$ cat config.mk
export PLATFORM = sky130hd
export DESIGN_NAME = hex_display_scheduler_flat
export DESIGN_NICKNAME = d
export VERILOG_FILES = /design/src/rtl/hex_display_scheduler_pkg.sv /design/src/rtl/hex_display_scheduler_if.sv /design/src/rtl/hex_display_scheduler_rr_arbiter.sv /design/src/rtl/hex_display_scheduler.sv /design/src/flat_wrapper.sv
export SDC_FILE = /design/constraint.sdc
export NUM_CORES = 1
export LEC_CHECK = 0
export ABC_AREA = 1
export BUFFER_PORTS_ARGS = -buffer_cell sky130_fd_sc_hd__buf_2
export CAP_MARGIN = 20
export CORE_ASPECT_RATIO = 1.1
export CORE_UTILIZATION = 25
export CTS_CLUSTER_DIAMETER = 80
export DETAILED_ROUTE_END_ITERATION = 16
export SYNTH_ARGS = -nofsm -noshare
export SYNTH_HDL_FRONTEND = slang
export SYNTH_SLANG_ARGS = --single-unit
$ cat constraint.sdc
create_clock -name i_clock -period 1.66 [get_ports i_clock]
set_input_delay 0.166 -clock i_clock [delete_from_list [all_inputs] [get_ports i_clock]]
set_output_delay 0.166 -clock i_clock [all_outputs]
set_load 0.01 [all_outputs]
$ cat src/rtl/hex_display_scheduler_pkg.sv
// Shared types and defaults for the hex display scheduler.
// Optional feature macro used by this block: HEX_SCHED_LOCK_EN.
package hex_sched_pkg;

    typedef enum logic {
        IDLE = 1'b0,
        SHOW = 1'b1
    } sched_state_e;

    localparam int DEF_NUM_REQ      = 4;
    localparam int DEF_DWELL_CYCLES = 50_000_000;

endpackage

$ cat src/rtl/hex_display_scheduler_if.sv
// Requester/display bundle for the hex display scheduler.
// HEX_SCHED_LOCK_EN adds i_lock, letting the owner hold the display past expiry.
interface hex_display_scheduler_if
    import hex_sched_pkg::*;
#(
    parameter int NUM_REQ = DEF_NUM_REQ
);
    localparam int IW = $clog2(NUM_REQ);

    logic [NUM_REQ-1:0]   i_req;
    logic [8*NUM_REQ-1:0] i_data;
`ifdef HEX_SCHED_LOCK_EN
    logic                 i_lock;
`endif
    logic [NUM_REQ-1:0]   o_grant;
    logic [IW-1:0]        o_owner;
    logic                 o_active;
    logic [3:0]           o_num1;
    logic [3:0]           o_num2;

    // Sources side: drives requests and bytes, watches the grant.
    modport master (
`ifdef HEX_SCHED_LOCK_EN
        output i_lock,
`endif
        output i_req, i_data,
        input  o_grant, o_owner, o_active, o_num1, o_num2
    );

    modport slave (
`ifdef HEX_SCHED_LOCK_EN
        input  i_lock,
`endif
        input  i_req, i_data,
        output o_grant, o_owner, o_active, o_num1, o_num2
    );

endinterface

$ cat src/rtl/hex_display_scheduler_rr_arbiter.sv
// Combinational round-robin pick: first set request at or after ptr, with wrap.
module rr_arbiter #(
    parameter int NUM_REQ = 4
) (
    input  logic [NUM_REQ-1:0]         req,
    input  logic [$clog2(NUM_REQ)-1:0] ptr,
    output logic [NUM_REQ-1:0]         gnt,
    output logic [$clog2(NUM_REQ)-1:0] idx,
    output logic                       vld
);
    localparam int IW = $clog2(NUM_REQ);

    logic [NUM_REQ-1:0][IW-1:0] cand;
    logic [NUM_REQ-1:0]         hit;

    // cand[i] is the requester i positions after ptr, modulo NUM_REQ.
    for (genvar i = 0; i < NUM_REQ; i++) begin : g_off
        logic [IW:0] sum;
        assign sum     = {1'b0, ptr} + (IW+1)'(i);
        assign cand[i] = (sum >= (IW+1)'(NUM_REQ)) ? IW'(sum - (IW+1)'(NUM_REQ))
                                                   : sum[IW-1:0];
        assign hit[i]  = req[cand[i]];
    end

    // Scan from the far end so the nearest offset wins.
    always_comb begin
        gnt = '0;
        idx = '0;
        vld = 1'b0;
        for (int i = NUM_REQ-1; i >= 0; i--) begin
            if (hit[i]) begin
                idx = cand[i];
                vld = 1'b1;
            end
        end
        if (vld) gnt[idx] = 1'b1;
    end

endmodule

$ cat src/rtl/hex_display_scheduler.sv
// Round-robin owner of the two-digit hex display with a fixed dwell time.
// HEX_SCHED_LOCK_EN: owner may hold i_lock to keep the display across expiries.
module hex_display_scheduler
    import hex_sched_pkg::*;
#(
    parameter int NUM_REQ      = DEF_NUM_REQ,
    parameter int DWELL_CYCLES = DEF_DWELL_CYCLES
) (
    input  logic                  i_clock,
    input  logic                  i_reset,
    hex_display_scheduler_if.slave bus
);
    localparam int CNT_W = $clog2(DWELL_CYCLES);
    localparam int IW    = $clog2(NUM_REQ);

    sched_state_e         state_q, state_d;
    logic [NUM_REQ-1:0]   grant_q, grant_d;
    logic [IW-1:0]        owner_q, owner_d;
    logic [IW-1:0]        ptr_q,   ptr_d;
    logic [CNT_W-1:0]     cnt_q,   cnt_d;
    logic [7:0]           byte_q,  byte_d;

    logic [NUM_REQ-1:0]   arb_gnt;
    logic [IW-1:0]        arb_idx;
    logic                 arb_vld;
    logic                 owner_req;
    logic                 expired;
    logic                 lock_hold;
    logic                 take;

    // The releasing owner's bit is already low, so the full request vector
    // serves every arbitration case.
    rr_arbiter #(.NUM_REQ(NUM_REQ)) u_arb (
        .req (bus.i_req),
        .ptr (ptr_q),
        .gnt (arb_gnt),
        .idx (arb_idx),
        .vld (arb_vld)
    );

    assign owner_req = bus.i_req[owner_q];
    assign expired   = (cnt_q == CNT_W'(DWELL_CYCLES-1));
`ifdef HEX_SCHED_LOCK_EN
    assign lock_hold = bus.i_lock;
`else
    assign lock_hold = 1'b0;
`endif

    always_comb begin
        state_d = state_q;
        grant_d = grant_q;
        owner_d = owner_q;
        ptr_d   = ptr_q;
        cnt_d   = cnt_q;
        byte_d  = byte_q;
        take    = 1'b0;

        case (state_q)
            IDLE: take = arb_vld;
            SHOW: begin
                if (!owner_req) begin
                    // Release wins over a coincident expiry.
                    take = arb_vld;
                    if (!arb_vld) begin
                        state_d = IDLE;
                        grant_d = '0;
                    end
                end else if (expired) begin
                    if (lock_hold) begin
                        cnt_d  = '0;
                        byte_d = bus.i_data[{owner_q, 3'b000} +: 8];
                    end else begin
                        take = 1'b1;
                    end
                end else begin
                    cnt_d = cnt_q + 1'b1;
                end
            end
            default: state_d = IDLE;
        endcase

        if (take) begin
            state_d = SHOW;
            grant_d = arb_gnt;
            owner_d = arb_idx;
            byte_d  = bus.i_data[{arb_idx, 3'b000} +: 8];
            cnt_d   = '0;
            ptr_d   = (arb_idx == IW'(NUM_REQ-1)) ? '0 : arb_idx + 1'b1;
        end
    end

    always_ff @(posedge i_clock or posedge i_reset) begin
        if (i_reset) begin
            state_q <= IDLE;
            grant_q <= '0;
            owner_q <= '0;
            ptr_q   <= '0;
            cnt_q   <= '0;
            byte_q  <= '0;
        end else begin
            state_q <= state_d;
            grant_q <= grant_d;
            owner_q <= owner_d;
            ptr_q   <= ptr_d;
            cnt_q   <= cnt_d;
            byte_q  <= byte_d;
        end
    end

    // Owner and digits keep the last latched byte while idle.
    assign bus.o_grant  = grant_q;
    assign bus.o_owner  = owner_q;
    assign bus.o_active = (state_q == SHOW);
    assign bus.o_num1   = byte_q[7:4];
    assign bus.o_num2   = byte_q[3:0];

endmodule

$ cat src/flat_wrapper.sv
// flat-port wrapper written by rule: the top's interface ports become plain ports
module hex_display_scheduler_flat import hex_sched_pkg::*;
#(
    parameter int NUM_REQ      = DEF_NUM_REQ,
    parameter int DWELL_CYCLES = DEF_DWELL_CYCLES
)
  (i_clock, i_reset, bus_i_req, bus_i_data, bus_o_grant, bus_o_owner, bus_o_active, bus_o_num1, bus_o_num2);
  hex_display_scheduler_if #(.NUM_REQ(NUM_REQ)) bus_i ();
  input  logic i_clock;
  input  logic i_reset;
  input wire logic [$bits(bus_i.i_req)-1:0] bus_i_req;
  input wire logic [$bits(bus_i.i_data)-1:0] bus_i_data;
  output wire logic [$bits(bus_i.o_grant)-1:0] bus_o_grant;
  output wire logic [$bits(bus_i.o_owner)-1:0] bus_o_owner;
  output wire logic [$bits(bus_i.o_active)-1:0] bus_o_active;
  output wire logic [$bits(bus_i.o_num1)-1:0] bus_o_num1;
  output wire logic [$bits(bus_i.o_num2)-1:0] bus_o_num2;
  assign bus_i.i_req = bus_i_req;
  assign bus_i.i_data = bus_i_data;
  assign bus_o_grant = bus_i.o_grant;
  assign bus_o_owner = bus_i.o_owner;
  assign bus_o_active = bus_i.o_active;
  assign bus_o_num1 = bus_i.o_num1;
  assign bus_o_num2 = bus_i.o_num2;
  hex_display_scheduler #(.NUM_REQ(NUM_REQ), .DWELL_CYCLES(DWELL_CYCLES)) u_core (.i_clock(i_clock), .i_reset(i_reset), .bus(bus_i));
endmodule
; ---- After elaboration in Yosys (flattened, before gate mapping)
; Cells that the tools add are included.
[classes]
addsub = 9
magnitude_cmp = 11
eq_ne = 5
shifts = 1
n_mux = 41
n_bitwise = 1
reduce_logical = 5
[ops]
columns = operator, n
row1 = $mux 26, 4
row2 = $shiftx 32x6->8, 1
row3 = $add 26x1->26 const B, 1
row4 = $eq 26x26->1 const B, 1
row5 = $mux 4, 5
row6 = $lt 2x3->1 const B, 6
row7 = $mux 2, 9
row8 = $mux 1, 16
row9 = $bmux 1 s2, 5
row10 = $ge 3x3->1 const B, 3
row11 = $sub 2x1->2 const B, 4
row12 = $add 2x2->3 const B, 2
row13 = $ne 2x2->1 const B, 3
row14 = $reduce_and 3->1, 2
row15 = $reduce_bool 2->1, 2
row16 = $add 2x1->3 const B, 1
row17 = $ge 2x3->1 const B, 1
row18 = $add 2x1->2 const B, 1
row19 = $demux 1 s2, 1
row20 = $eq 2x2->1 const B, 1
row21 = $ge 2x1->1 const B, 1
row22 = $pmux 1 s2, 1
row23 = $logic_and 1x1->1, 1
row24 = $not 1->1, 1
[word_totals]
register_bits = 43
inputBits = 38
wordCells = 79

; ---- Longest topological paths before layout
; Gate-level depths: netlist of run 1.
[depth]
depth_word = 15
ltp_mapped = 15
mapped_depth_nobuf = 14

; ---- Modules after synthesis
; Synthesis of run 1 repeated with hierarchy kept, for this count alone.
[unflattened]
cells_unflattened = 469
hier_area_um2 = 3000.4
[modules_own_cells]
columns = mod, instances, cells_per_inst, area_per_inst_um2, seq_area_each_um2
row1 = hex_display_scheduler, 1, 414, 2758.9, 1076.0
row2 = rr_arbiter, 1, 55, 241.5, 0.0

; ---- Worst setup path after synthesis of run 1
; OpenSTA, ideal clock, no wires.
[synth_path]
kind = reg2reg
start = register u_core.ptr_q[0]
end = register u_core.ptr_q[1]
arrival_time_ns = 1.632
required_time_ns = 1.538
setup_slack_ns = -0.094
stages_incl_launch_ff = 15
cell_sequence = dfrtp_1 -> inv_2 -> nand2_1 -> nand2_2 -> nand2_2 -> nand2_2 -> nand2_1 -> nand2_1 -> nand2_1 -> nand2_2 -> buf_6 -> inv_2 -> ha_1 -> nand2_1 -> o21ai_1
[synth_via]
elab_chain_len = 11
word_cells_on_any_way = 36
cone_classes = 8 x add/sub / 4 x order compare / 1 x eq/ne / 23 x mux
[synth_rtl]
columns = element, line
row1 = from (decl), hex_display_scheduler.sv:19  ; logic [IW-1:0] ptr_q, ptr_d;
row2 = from (signal assigned), hex_display_scheduler.sv:104  ; ptr_q <= ptr_d;
row3 = $add 2x2->3, hex_display_scheduler_rr_arbiter.sv:19  ; assign sum = {1'b0, ptr} + (IW+1)'(i);
row4 = $ge 3x3->1 / $sub 2x1->2 (equally long branches), hex_display_scheduler_rr_arbiter.sv:20  ; assign cand[i] = (sum >= (IW+1)'(NUM_REQ)) ? IW'(sum - (IW+1)'(NUM_REQ))
row5 = $mux 2, hex_display_scheduler_rr_arbiter.sv:20
row6 = $bmux 1 s2, hex_display_scheduler_rr_arbiter.sv:22  ; assign hit[i] = req[cand[i]];
row7 = $mux 1 (not written as such), hex_display_scheduler_rr_arbiter.sv:22
row8 = $mux 2 (3 in series), hex_display_scheduler_rr_arbiter.sv:31  ; if (hit[i]) begin
row9 = $mux 2 (*), hex_display_scheduler_rr_arbiter.sv:31
row10 = named net u_core.arb_idx[0], hex_display_scheduler.sv:24  ; logic [IW-1:0] arb_idx;
row11 = $add 2x1->2 / $eq 2x2->1 (equally long branches), hex_display_scheduler.sv:88  ; ptr_d = (arb_idx == IW'(NUM_REQ-1)) ? '0 : arb_idx + 1'b1;
row12 = $mux 2 (*), hex_display_scheduler.sv:88
; The timed path passes the listed nets; every way through them passes the cells marked *. The select of a mux whose other input is x is not followed.
; A chain may end at the register's enable or synchronous reset.

; ---- Worst setup path after layout of run 1
; Same ends and word-level chain as after synthesis.

==> flow_summary.toml, run 1 <==
[outcome]
status = "finished with violations"
failing_checks = "setup timing"

[setup_path]
worst-path-buf-inv = 3
timing.critical_path.slowest_stage_cell = "sky130_fd_sc_hd__dfrtp_2"
criticalPathCategory = "flip-flop to flip-flop"
crit_required_ns = 1.88
crit_path_start_kind = "flip-flop"
worst_setup_end_kind = "flip-flop"
critPathMaxStageDelay_ns = 0.47
worst-path-max-fanout = 7
setup_slack_of_the_most_critical_reg_to_reg_path_ns = -0.20
cell_chain_critical_path = "inv_4 > nand2_1 > nand2_2 > nand2_4 > nand2_4 > nand2_4 > nand2_2 > nand2_2 > nand2_4 > buf_12 > inv_6 > ha_4 > nand2_1 > o21ai_1"
critical_path_arrival_ns = 2.08
regToRegStartpoint = "u_core.ptr_q[0]"
path_common_cell = "sky130_fd_sc_hd__nand2_4"
critical-path-top-delay-family = "simple AND/OR/NAND/NOR gates"
cp-startpoint = "u_core.ptr_q[0]"

[placed_design]
place_worst_setup_slack_ns = -0.2512
dp.final_hpwl_um = 6258
placed_cells_incl_taps = 668
port_bufs = 52
place.gp.congestion = 0.8622
place_area_um2 = 3770

[cells_and_area]
most_frequent_standard_cell_in_the_layout_excluding_fill_and_tap_cells = "sky130_fd_sc_hd__nand2_1"
area.growth.synth_to_final_pct = 69.14
num-fill-cells = 1088
combined_flip_flop_and_latch_cell_area_um2 = 1077
drive_gt1_frac = 0.4973
most-common-layout-cells = "sky130_fd_sc_hd__nand2_1 (86), sky130_fd_sc_hd__buf_4 (71), sky130_fd_sc_hd__inv_1 (56)"
antenna_cells_inserted = 0
multi_input_area_um2 = 2018
nets_finish = 595
final_instance_count_without_filler_cells = 700
final_cell_area_um2 = 4800

[route]
wire_per_inst_um = 13.82
total_length_of_routed_wires_um = 9671
drt_iter0_drc = 104
route.detailed.drc = 0
ant_nets = 0
routed-wl-met3_um = 425
met2_wirelength_um = 5213
top_signal_layer_used = "met4"
drt_first_pass_iters = 4
vias_per_instance = 4.659
wl_met1_um = 3653
detailroute.via_count = 3261

[global_route]
overflow = 0
grt_max_degree = 44
global_route_wire_length_before_repair_um = 14570
grt_pass1_vias = 3198
grt_use_total = 0.1547
antenna_found_initial = 0

[synth]
yosysTopAreaCellShare = 0.3792
synth_area_um2 = 2838
postSynthRegisterBits = 43
synth_cell_type_count = 33
syn_avg_cell_area_um2 = 6.854
netlist.top_cell.by_area = "sky130_fd_sc_hd__dfrtp_1"
post_synth_main_area_contributors = "sky130_fd_sc_hd__dfrtp_1 (38%), sky130_fd_sc_hd__nand2_1 (16%), sky130_fd_sc_hd__nand3_1 (8.5%)"
total_nets_after_synthesis = 457
number_of_standard_cells_after_synthesis = 414
synth-seq-area-share = 0.3792
ys_warn_count = 0

[power]
vdd_ir_drop_max_v = 0.0009691
power.density_nw_per_um2 = 1866
leakagePower_nw = 2.426

[hold_path]
timing.hold.worst.class = "input port to asynchronous set/reset pin"

[sta]
fin_ws_ns = -0.2004
timing_max_transition_violations_final = 0
worstMarginPinSlew_ns = 0.5904
period_share = 1.121
period_needed_ns = 1.860
worst_slew_margin_rel = 0.6064
report.final.hold_viol_count = 0
rsz0062_at_grt = "true"
finalClockSkew_ns = 0.004936
setup_viol = 42
fmax_mhz = 537.5

[floorplanning]
initial_core_util = 0.2577
die-height_um = 113.7
ioPinCount = 53
die_w_um = 103.6
placementRows = 40
floorplan.die_area_um2 = 11780
coreArea_um2 = 11010

[clocking]
cts.root.buffer_cell = "sky130_fd_sc_hd__clkbuf_16"
clkSinkCount = 43
num_cts_buffers = 5
cts_tree = "built"
htreeDepth = 2
worstSkewPairLatency_ns = 0.29
cts_buffer_depth = 2
cts.clk_slew.worst_paths_ns = 0.06

[run]
max-cap-violations = 0
==> worst reg2reg max path, stage by stage, from the launching register on <==
cell	delay [ns]
sky130_fd_sc_hd__dfrtp_2	0.47
sky130_fd_sc_hd__inv_4	0.12
sky130_fd_sc_hd__nand2_1	0.07
sky130_fd_sc_hd__nand2_2	0.10
sky130_fd_sc_hd__nand2_4	0.07
sky130_fd_sc_hd__nand2_4	0.09
sky130_fd_sc_hd__nand2_4	0.06
sky130_fd_sc_hd__nand2_2	0.06
sky130_fd_sc_hd__nand2_2	0.08
sky130_fd_sc_hd__nand2_4	0.13
sky130_fd_sc_hd__buf_12	0.14
sky130_fd_sc_hd__inv_6	0.04
sky130_fd_sc_hd__ha_4	0.25
sky130_fd_sc_hd__nand2_1	0.04
sky130_fd_sc_hd__o21ai_1	0.07
==> timing repair <==
item,4_1_cts,5_1_grt
endpoints found under the hold margin,0,0
resized for setup,60,104
hold buffers,0,0
endpoints found under the setup margin,42,42
pin swaps,16,35
gates cloned,1,3
setup buffers,16,12
==> area by class of cell <==
class                   instances  share of cell area
flip-flops and latches         43              0.2245
multi-input cells             294              0.4205
repair buffers                141              0.2247
well taps                     147             0.03832
clock inverters                 1            0.001564
clock buffers                   7             0.03180
inverters                      67             0.05865
==> metrics by stage <==
stage | utilization | hold slack (ns) | power, mW | setup TNS, ns
6_report | 0.4359 | 0.01382 | 8.958 | -4.447
5_1_grt | 0.4359 | 0.08998 | 9.607 | -8.310
4_1_cts | 0.3865 | 0.04936 | 7.658 | -1.721
3_5_place_dp | 0.3424 | 0.3554 | 5.666 | -5.982
3_3_place_gp | 0.3424 | 0.3479 | 5.581 | -4.701
2_1_floorplan | - | 0.3893 | 4.188 | -0.07896
==> power breakdown <==
| group | internal, mW | total [mW] | switching, mW |
|---|---|---|---|
| clock network | 0.641 | 1.07 | 0.432 |
| registers | 1.31 | 1.51 | 0.200 |
| logic | 2.91 | 6.38 | 3.46 |
| total | 4.87 | 8.96 | 4.09 |
==> per-layer routing <==
metal	global-route usage	vias up
met5	0	-
met4	0.08116	0
met3	0.03029	35
met2	0.2855	108
met1	0.1685	1530
li1	-	1588
==> state kept, by name, indices dropped and copies added, names as in the netlist <==
signal / count
u_core.cnt_q: 26
u_core.bus.o_owner: 2
u_core.ptr_q: 2
u_core.bus.o_active: 1
u_core.bus.o_grant: 4
u_core.byte_q: 8
==> cell usage after synthesis, drive strengths merged <==
cell      n
nor2     35
nand4     7
buf      10
a21oi    13
xor2      9
or2       5
inv      67
nor3b     1
nor3     12
o21a      1
nor4      1
o21ai    19
o211ai    1
nand2   129
and3      2
dfrtp    43
nand3    49
a31oi     1
xnor2     1
o31ai     3
ha        5
==> final timing paths <==
path	to	depth (start not counted)
setup / recovery	u_core.ptr_q[1]	14
hold / removal	u_core.byte_q[7]	3
setup reg to reg	u_core.ptr_q[1]	14
hold reg to reg	u_core.bus.o_grant[2]	2
max in group asynchronous	u_core.ptr_q[0]	3
min in group i_clock	u_core.byte_q[3]	5
==> cells by family after synthesis <==
kind of cell    count (synthesis)  synth area share
flops                          43            0.3792
xor+xnor                       10           0.03087
fa+ha+maj                       5           0.02205
compound gates                 38           0.07893
buf+inv                        77            0.1146
simple gates                  241            0.3743
No activity file was read; power rests on OpenSTA's default activity.
==> run 2: changes to the inputs <==
--- a/config.mk
+++ b/config.mk
@@ -5,7 +5,6 @@
 export SDC_FILE = /design/constraint.sdc
 export NUM_CORES = 1
 export LEC_CHECK = 0
-export ABC_AREA = 1
 export BUFFER_PORTS_ARGS = -buffer_cell sky130_fd_sc_hd__buf_2
 export CAP_MARGIN = 20
 export CORE_ASPECT_RATIO = 1.1
==> flow_summary.toml, run 2 <==
[outcome]
status = "finished with violations"
failing_checks = "setup timing"

[floorplanning]
placementRows = 38
die_w_um = 97.70
initial_core_util = 0.2559
die-height_um = 107.3
floorplan.die_area_um2 = 10480
ioPinCount = 53
coreArea_um2 = 9842

[setup_path]
worst-path-max-fanout = 4
cp-startpoint = "u_core.cnt_q[24]"
timing.critical_path.slowest_stage_cell = "sky130_fd_sc_hd__or4_4"
crit_path_start_kind = "flip-flop"
criticalPathCategory = "flip-flop to flip-flop"
worst_setup_end_kind = "flip-flop"
regToRegStartpoint = "u_core.cnt_q[24]"
critPathMaxStageDelay_ns = 0.54
critical_path_arrival_ns = 2.22
crit_required_ns = 1.85
reg2regPathDepth = 6
cell_chain_critical_path = "or4_4 > nor4_4 > buf_4 > a21oi_4 > nor2_4 > mux2_4"
endpoint_of_the_lowest_slack_register_to_register_path = "u_core.ptr_q[1]"
setup_slack_of_the_most_critical_reg_to_reg_path_ns = -0.37

[cells_and_area]
most-common-layout-cells = "sky130_fd_sc_hd__buf_4 (67), sky130_fd_sc_hd__buf_2 (52), sky130_fd_sc_hd__dfrtp_1 (43)"
drive_gt1_frac = 0.4349
antenna_cells_inserted = 0
flip_flop_count_of_the_largest_register_all_copies_and_words_added = 26
largest_register = "u_core.cnt_q"
final_core_utilization = 0.3811
area.growth.synth_to_final_pct = 48.93
most_frequent_standard_cell_in_the_layout_excluding_fill_and_tap_cells = "sky130_fd_sc_hd__buf_4"
nets_finish = 427
final_cell_area_um2 = 3751

[sta]
setup_viol = 42
finalClockSkew_ns = 0.009527
period_needed_ns = 2.034
fin_ws_ns = -0.3739
rsz0062_at_grt = "true"
report.final.hold_viol_count = 0
worstMarginPinSlew_ns = 0.5689
whs_ns = 0.2367
fmax_mhz = 491.7
worst_slew_margin_rel = 0.6184
timing_max_transition_violations_final = 0
period_share = 1.225

[global_route]
grt_pass1_vias = 2356
antenna_found_initial = 0
overflow = 0
grt_max_degree = 30
grt_use_total = 0.1381
global_route_wire_length_before_repair_um = 11550

[power]
power.density_nw_per_um2 = 1216
vdd_ir_drop_max_v = 0.0006568
fin_total_pwr_mw = 4.563
leakagePower_nw = 1.682

[synth]
ys_warn_count = 0
postSynthRegisterBits = 43
synth_cell_type_count = 46
post_synth_main_area_contributors = "sky130_fd_sc_hd__dfrtp_1 (43%), sky130_fd_sc_hd__a211oi_1 (5.1%), sky130_fd_sc_hd__o21a_1 (5.1%)"
yosysTopAreaCellShare = 0.4272
synthMostInstantiatedCell = "sky130_fd_sc_hd__dfrtp_1"
number_of_enable_type_register_cells_in_the_synthesized_netlist = 0
number_of_standard_cells_after_synthesis = 265
netlist.top_cell.by_area = "sky130_fd_sc_hd__dfrtp_1"
synth_area_um2 = 2519
total_nets_after_synthesis = 308
ys_top_cells_by_count = "sky130_fd_sc_hd__dfrtp_1 (43), sky130_fd_sc_hd__nor2_1 (21), sky130_fd_sc_hd__o21ai_0 (20), sky130_fd_sc_hd__a211oi_1 (17), sky130_fd_sc_hd__o21a_1 (17)"
syn_avg_cell_area_um2 = 9.504
async_flop_share = 1.000
ys.flop_type = "sky130_fd_sc_hd__dfrtp_1"
synth-seq-area-share = 0.4272

[route]
wire_per_inst_um = 14.07
detailroute.via_count = 2453
drt_iter0_drc = 81
vias_per_instance = 4.867
route.detailed.drc = 0
drt_first_pass_iters = 4
ant_nets = 0
total_length_of_routed_wires_um = 7091

[clocking]
cts_tree = "built"
worstSkewPairLatency_ns = 0.30
htreeDepth = 2
cts_buffer_depth = 2
num_cts_buffers = 5
cts.clk_slew.worst_paths_ns = 0.09
cts.root.buffer_cell = "sky130_fd_sc_hd__clkbuf_8"
clkSinkCount = 43

[placed_design]
dp.final_hpwl_um = 5270
place_worst_setup_slack_ns = -0.4561
place.gp.congestion = 0.7899
place_area_um2 = 3387
port_bufs = 52

[hold_path]
whs_endpoint = "u_core.byte_q[6]"
min_delay_path_depth = 3
timing.hold.worst.class = "input port to flip-flop"
hold_path_startpoint = "bus_i_data[22]"

[run]
max-cap-violations = 0
==> run 2: cell types whose count changed after synthesis, sizes merged, moves of 9 or more <==
cell,before,now
inv,67,8
a22o,0,9
nor2,35,22
a211oi,0,17
nand2,129,15
o21a,1,17
nand3,49,15
==> run 2: layer usage <==
| metal | GRT usage | share of wire |
|---|---|---|
| met3 | 0.02468 | 0.040 |
| met2 | 0.2376 | 0.50 |
| met1 | 0.1740 | 0.45 |
| met5 | 0 | 0 |
| met4 | 0.04870 | 0.018 |
==> run 2: timing repair <==
action,CTS,global route
gates resized for setup,18,28
hold endpoints to repair,14,0
hold buffers,1,0
pin swaps,8,5
cloned,2,1
setup endpoints to repair,42,42
setup buffers,4,2
==> run 2: final cells by class <==
class                   instances  area, um^2
fillers                       955        6091
multi-input cells             201        1549
flip-flops and latches         43        1076
repair buffers                124       835.8
well taps                     120       150.1
clock buffers                   5       68.82
clock inverters                 2       37.54
inverters                       9       33.78
==> run 2: critical path: cells and delay by family (launching register included) <==
kind	cells	cell delay, ns
muxes	1	0.31
buffers and inverters	1	0.18
DFF	1	0.38
and+or+nand+nor	3	0.97
AOI/OAI and AO/OA	1	0.08
==> run 2: worst max path at each step <==
stage                       endpoint
6_report             u_core.ptr_q[1]
5_1_grt              u_core.ptr_q[1]
4_1_cts              u_core.cnt_q[3]
3_5_place_dp        u_core.byte_q[4]
3_3_place_gp   u_core.bus.o_grant[3]
2_1_floorplan        u_core.ptr_q[1]
==> run 2: kinds of logic after synthesis <==
kind of cell / Yosys count / share of synthesized area
AND/OR/NAND/NOR: 91 / 0.2007
AO/OA/AOI/OAI: 85 / 0.2330
flip-flops: 43 / 0.4272
buffers and inverters: 23 / 0.04470
XOR/XNOR: 15 / 0.05216
adder cells (fa/ha/maj): 5 / 0.02484
multiplexers: 3 / 0.01739
==> run 2: power by group <==
part | switching [mW] | internal (mW) | total (mW)
clock network | 0.363 | 0.440 | 0.803
logic | 1.21 | 1.12 | 2.33
registers | 0.164 | 1.26 | 1.43
==> run 2: stage by stage <==
step,cells,setup TNS (ns)
after global routing,504,-15.68
after detailed placement,487,-13.83
after global placement,487,-12.83
after CTS,501,-12.55
after floorplan,265,-7.664
final,504,-12.20
